### src/rtl/seg7_scan_reader.sv
// seg7_scan_reader
// Watches a multiplexed, active-low 7-segment bus (anode selects plus segment
// lines) and recovers the hex digit shown at each position. A position's
// pattern is only captured after the (an, seg) pair has been seen unchanged
// for STABLE_CYCLES consecutive samples, which rejects scan transitions and
// ghosting.
//
// Ports:
//   clk          system clock, rising edge
//   rst          synchronous active-high reset
//   an_in        anode selects, active-low, one bit per position
//   seg_in       segment lines, active-low, bit6=a ... bit0=g
//   digits_out   recovered nibble per position, position i at [4i+3:4i]
//   digit_valid  last capture at position i was a legal hex pattern
//   digit_blank  last capture at position i was all segments off
//   update_pulse one-cycle strobe on every capture
//   update_index position of the capture (meaningful with update_pulse)
//   pattern_err  one-cycle strobe when a capture is neither legal nor blank
//   frame_done   one-cycle strobe when every position has been captured
module seg7_scan_reader #(
    parameter int NUM_DIGITS    = 4,
    parameter int STABLE_CYCLES = 4,
    parameter int CNT_W         = 8
) (
    input  logic                      clk,
    input  logic                      rst,
    input  logic [NUM_DIGITS-1:0]     an_in,
    input  logic [6:0]                seg_in,
    output logic [4*NUM_DIGITS-1:0]   digits_out,
    output logic [NUM_DIGITS-1:0]     digit_valid,
    output logic [NUM_DIGITS-1:0]     digit_blank,
    output logic                      update_pulse,
    output logic [2:0]                update_index,
    output logic                      pattern_err,
    output logic                      frame_done
);

    typedef enum logic [1:0] {IDLE, COUNT, HELD} state_t;

    state_t                    state_reg, state_next;
    logic [CNT_W-1:0]          cnt_reg, cnt_next;
    logic [NUM_DIGITS-1:0]     an_s_reg;
    logic [6:0]                seg_s_reg;
    logic [NUM_DIGITS-1:0]     mask_reg, mask_next;
    logic [4*NUM_DIGITS-1:0]   digits_reg, digits_next;
    logic [NUM_DIGITS-1:0]     valid_reg, valid_next;
    logic [NUM_DIGITS-1:0]     blank_reg, blank_next;
    logic                      pulse_reg, err_reg, frame_reg;
    logic [2:0]                index_reg;

    logic [NUM_DIGITS-1:0]     sel;
    logic                      sel_valid;
    logic [2:0]                sel_idx;
    logic                      same;
    logic                      capture;
    logic                      legal;
    logic                      blank;
    logic [3:0]                nibble;
    logic [NUM_DIGITS-1:0]     hit;
    logic [NUM_DIGITS-1:0]     mask_or;
    logic                      frame_hit;

    // Inverse of the hex-to-segment table; bit 4 flags a legal pattern.
    function automatic logic [4:0] decode(input logic [6:0] s);
        case (s)
            7'b0000001: decode = 5'h10;
            7'b1001111: decode = 5'h11;
            7'b0010010: decode = 5'h12;
            7'b0000110: decode = 5'h13;
            7'b1001100: decode = 5'h14;
            7'b0100100: decode = 5'h15;
            7'b0100000: decode = 5'h16;
            7'b0001111: decode = 5'h17;
            7'b0000000: decode = 5'h18;
            7'b0001100: decode = 5'h19;
            7'b0001000: decode = 5'h1A;
            7'b1100000: decode = 5'h1B;
            7'b0110001: decode = 5'h1C;
            7'b1000010: decode = 5'h1D;
            7'b0110000: decode = 5'h1E;
            7'b0111000: decode = 5'h1F;
            default:    decode = 5'h00;
        endcase
    endfunction

    // The FSM acts on the pair being sampled this edge and compares it with
    // the pair sampled on the previous edge, so a pattern first presented
    // at edge k is captured at edge k+STABLE_CYCLES-1.
    always_comb begin
        sel       = ~an_in;
        sel_valid = (sel != '0) && ((sel & (sel - NUM_DIGITS'(1))) == '0);
        sel_idx   = 3'd0;
        for (int i = 0; i < NUM_DIGITS; i++) begin
            if (sel[i]) sel_idx = 3'(i);
        end
        same = (an_in == an_s_reg) && (seg_in == seg_s_reg);
        {legal, nibble} = decode(seg_in);
        blank = (seg_in == 7'h7F);
    end

    always_comb begin
        state_next = state_reg;
        cnt_next   = cnt_reg;
        capture    = 1'b0;
        if (!sel_valid) begin
            state_next = IDLE;
            cnt_next   = '0;
        end else begin
            case (state_reg)
                IDLE: begin
                    state_next = COUNT;
                    cnt_next   = CNT_W'(1);
                end
                COUNT: begin
                    if (!same) begin
                        cnt_next = CNT_W'(1);
                    end else if (cnt_reg + CNT_W'(1) == CNT_W'(STABLE_CYCLES)) begin
                        capture    = 1'b1;
                        cnt_next   = cnt_reg + CNT_W'(1);
                        state_next = HELD;
                    end else begin
                        cnt_next = cnt_reg + CNT_W'(1);
                    end
                end
                HELD: begin
                    if (!same) begin
                        state_next = COUNT;
                        cnt_next   = CNT_W'(1);
                    end
                end
                default: begin
                    state_next = IDLE;
                    cnt_next   = '0;
                end
            endcase
        end
    end

    // Per-position capture: illegal and blank captures keep the old nibble.
    genvar gi;
    generate
        for (gi = 0; gi < NUM_DIGITS; gi++) begin : g_pos
            assign hit[gi] = capture && (sel_idx == 3'(gi));
            assign digits_next[4*gi +: 4] = (hit[gi] && legal) ? nibble
                                                              : digits_reg[4*gi +: 4];
            assign valid_next[gi] = hit[gi] ? legal : valid_reg[gi];
            assign blank_next[gi] = hit[gi] ? blank : blank_reg[gi];
        end
    endgenerate

    assign mask_or   = mask_reg | hit;
    assign frame_hit = capture && (&mask_or);
    assign mask_next = frame_hit ? '0 : mask_or;

    always_ff @(posedge clk) begin
        if (rst) begin
            state_reg  <= IDLE;
            cnt_reg    <= '0;
            an_s_reg   <= '1;
            seg_s_reg  <= '0;
            mask_reg   <= '0;
            digits_reg <= '0;
            valid_reg  <= '0;
            blank_reg  <= '0;
            pulse_reg  <= 1'b0;
            err_reg    <= 1'b0;
            frame_reg  <= 1'b0;
            index_reg  <= 3'd0;
        end else begin
            state_reg  <= state_next;
            cnt_reg    <= cnt_next;
            an_s_reg   <= an_in;
            seg_s_reg  <= seg_in;
            mask_reg   <= mask_next;
            digits_reg <= digits_next;
            valid_reg  <= valid_next;
            blank_reg  <= blank_next;
            pulse_reg  <= capture;
            err_reg    <= capture && !legal && !blank;
            frame_reg  <= frame_hit;
            if (capture) index_reg <= sel_idx;
        end
    end

    assign digits_out   = digits_reg;
    assign digit_valid  = valid_reg;
    assign digit_blank  = blank_reg;
    assign update_pulse = pulse_reg;
    assign update_index = index_reg;
    assign pattern_err  = err_reg;
    assign frame_done   = frame_reg;

endmodule

### config.mk
export PLATFORM = sky130hd
export DESIGN_NAME = seg7_scan_reader
export DESIGN_NICKNAME = d
export VERILOG_FILES = /design/src/rtl/seg7_scan_reader.sv
export SDC_FILE = /design/constraint.sdc
export NUM_CORES = 1
export LEC_CHECK = 0
export CAP_MARGIN = 20
export CORE_MARGIN = 2
export CORE_UTILIZATION = 49
export CTS_CLUSTER_SIZE = 14
export DETAILED_ROUTE_END_ITERATION = 7
export PLACE_DENSITY = 0.8
export SLEW_MARGIN = 40
export SYNTH_ARGS = -nofsm -noshare
export SYNTH_HDL_FRONTEND = slang
export SYNTH_SLANG_ARGS = --single-unit
### constraint.sdc
create_clock -name clk -period 1.8 [get_ports clk]
set_input_delay 0.18 -clock clk [delete_from_list [all_inputs] [get_ports clk]]
set_output_delay 0.18 -clock clk [all_outputs]
set_load 0.02 [all_outputs]
==> results.toml <==
[run_status]
outcome = "complete, but fails checks"
failed_checks = "negative setup slack"

[layout]
layout-drive-gt1-share = 0.2960
fin_nets = 443
instances_no_fill = 504
num_antenna_cells = 0
fin_area_um2 = 4140
largest_reg_flops = 16
utilization = 0.7119
area_delta_synth_final_pct = 42.14

[clock_network]
clkTransAtPathRegs_ps = 100
numCtsBuffers = 5
clock_path_buffers = 2
clockRootBuffer = "clkbuf_8"
postCtsHoldBufs = 0
cts_tree = "yes"
cts_sinks = 54
cts_max_level = 2
clk_latency_ps = 310

[grt]
grt_pass1_wl_um = 12720
grt.busiest_layer = "met2"
grt.total_usage = 0.2482
grt_pass1_vias = 2722
antenna_found_initial = 0
met2_usage = 0.4314
gr-usage-met3 = 0.04333
grt-ovfl-total = 0
grt_max_degree = 21
grt_use_met1 = 0.3093

[setup_path]
r2r_start = "cnt_reg[0]"
start_kind = "flip-flop"
rr_worst_depth = 9
r2r_slack_ps = -230
criticalPathCategory = "flip-flop to flip-flop"
endpoint = "digits_out[3]"
r2r-end = "digits_out[3]"
end_kind = "flip-flop"
path_max_fanout = 10
cp.required_ps = 2000
crit_start = "cnt_reg[0]"
cp_data_arrival_time_ps = 2230

[detailed_routing]
vias = 2856
firstDrtPassIters = 5
wl_per_cell_um = 15.77
totalWireLength_um = 7949
drtAntennaViolNets = 0
drt_iter0_markers = 192
via_per_inst = 5.667
route.detailed.drc = 0

[logic_synthesis]
synth-simple-area-share = 0.3084
synth_top_family_by_area = "simple AND/OR/NAND/NOR gates"
synth_edf_count = 0
synth_cell_types = 61
async_flop_share = 0
synth-seq-cells = 54
syn_area_per_cell_um2 = 8.747
synthCells = 333
synth.cell_area_um2 = 2913
synth_compound_area_frac = 0.1491
synth-adder-area-share = 0.008591
synth.net_count = 348
yosys.area_share.xor_xnor = 0.05670
synthFlopType = "dfxtp_1"
yosys_warnings = 0
yosysTopAreaCellShare = 0.3711
yosysSeqAreaShare = 0.3711
synth_area_leaders = "dfxtp_1 37%, xnor2_1 4.5%, mux2i_1 4.1%"
yosysMostFrequentCell = "dfxtp_1"
synth_common_cells = "54 x dfxtp_1, 21 x nor2_1, 20 x a21oi_1"
synth.mux.area_fraction = 0.04124
yosysTopAreaCell = "dfxtp_1"

[die]
initial_core_util = 0.5009
die_x_um = 81.10
die-area_um2 = 6577
ioPinCount = 43
die_h_um = 81.10
coreArea_um2 = 5816
rows = 28

[place]
place_inst = 488
gp_congestion = 0.8614
io_buffers = 41
dp_slack_ps = -586.7
dpl.hpwl_um = 5347
placed_area_um2 = 3774

[run]
cap_violations = 0

[sta]
setup_viol = 30
rsz0062_at_grt = "true"
skew_ps = 8.488
worstMarginPinSlew_ps = 636.5
finalCritPeriodShare = 1.129
fmax_mhz = 492.2
setup-tns-final_ps = -4911
slew_headroom = 0.5748
drv_slew = 0
timing.final.ws_setup_ps = -231.6
hold_violations = 0
holdWs_ps = 424.7
layout_min_cycle_time_ps = 2032

[pwr]
power_density_nw_per_um2 = 569.7
ir_drop_v = 0.0005256
p_total_mw = 2.359
p_leak_nw = 1.589

[hold_path]
hp-class = "primary input to flip-flop"
==> layout by cell type (no fill, tap or decap), types with 4 or more instances in the layout <==
cell type,netlist,final
nor2_1,21,21
nand2b_1,13,13
mux2i_1,12,12
nand4_1,9,9
a22oi_1,8,8
buf_4,3,62
clkbuf_8,0,5
nor3_1,8,6
dfxtp_1,54,47
o21ai_0,16,14
or2_2,6,6
a21oi_1,20,18
nand2_1,15,15
inv_1,9,9
nor2b_1,18,16
dlygate4sd2_1,0,7
nand3_1,11,9
dfxtp_4,0,4
xnor2_1,15,13
or3_1,6,5
clkdlybuf4s50_1,0,34
buf_6,4,10
==> layer usage <==
metal	vias up	wire [um]
met5	-	0
met4	0	124
met3	15	360
met2	101	4095
met1	1368	3369
li1	1372	-
==> layout make-up <==
cell class              instances  area, um^2
inverters                       9       33.78
clock inverters                 2       36.28
well taps                      75       93.84
fillers                       466        1675
multi-input cells             245        1824
clock buffers                   6       72.57
repair buffers                113       979.7
flip-flops and latches         54        1100
==> worst max-delay path: stages, from the launching register on <==
cell,delay [ps]
dfxtp_4,370
ha_4,170
buf_6,100
and3_4,200
a31oi_4,100
nor3_4,190
nand4_1,140
buf_6,160
or3_4,370
o2bb2ai_1,140
==> how the worst min path moves through the flow <==
stage	from	endpoint	slack, ps	cells past startpoint
floorplan	an_in[0]	an_s_reg[0]	290	1
global placement	mask_reg[2]	mask_reg[2]	440	2
detailed placement	mask_reg[2]	mask_reg[2]	440	2
CTS	seg_in[0]	seg_s_reg[0]	430	3
global route	seg_in[0]	seg_s_reg[0]	450	3
finish	seg_in[0]	seg_s_reg[0]	420	3
==> where the power goes <==
group	switching [mW]	leakage (nW)	internal (mW)	total (mW)
logic	0.164	1.09	0.154	0.318
registers	0.00908	0.443	1.20	1.21
clock network	0.410	0.0557	0.417	0.827
==> logic make-up (layout without fill, tap and decap cells) <==
kind of cell / after synthesis / in the layout
compound gates: 68 / 68
xor+xnor: 18 / 18
fa+ha+maj: 2 / 2
buf+inv: 35 / 130
flops: 54 / 54
mux: 12 / 12
other cells: 1 / 1
simple gates: 143 / 144
==> what timing repair did <==
item,4_1_cts,5_1_grt
pin swaps,9,6
setup endpoints to repair,31,36
gates cloned,1,0
buffers inserted,4,3
gates resized for setup,39,15
(Power assumes the default switching activity.)
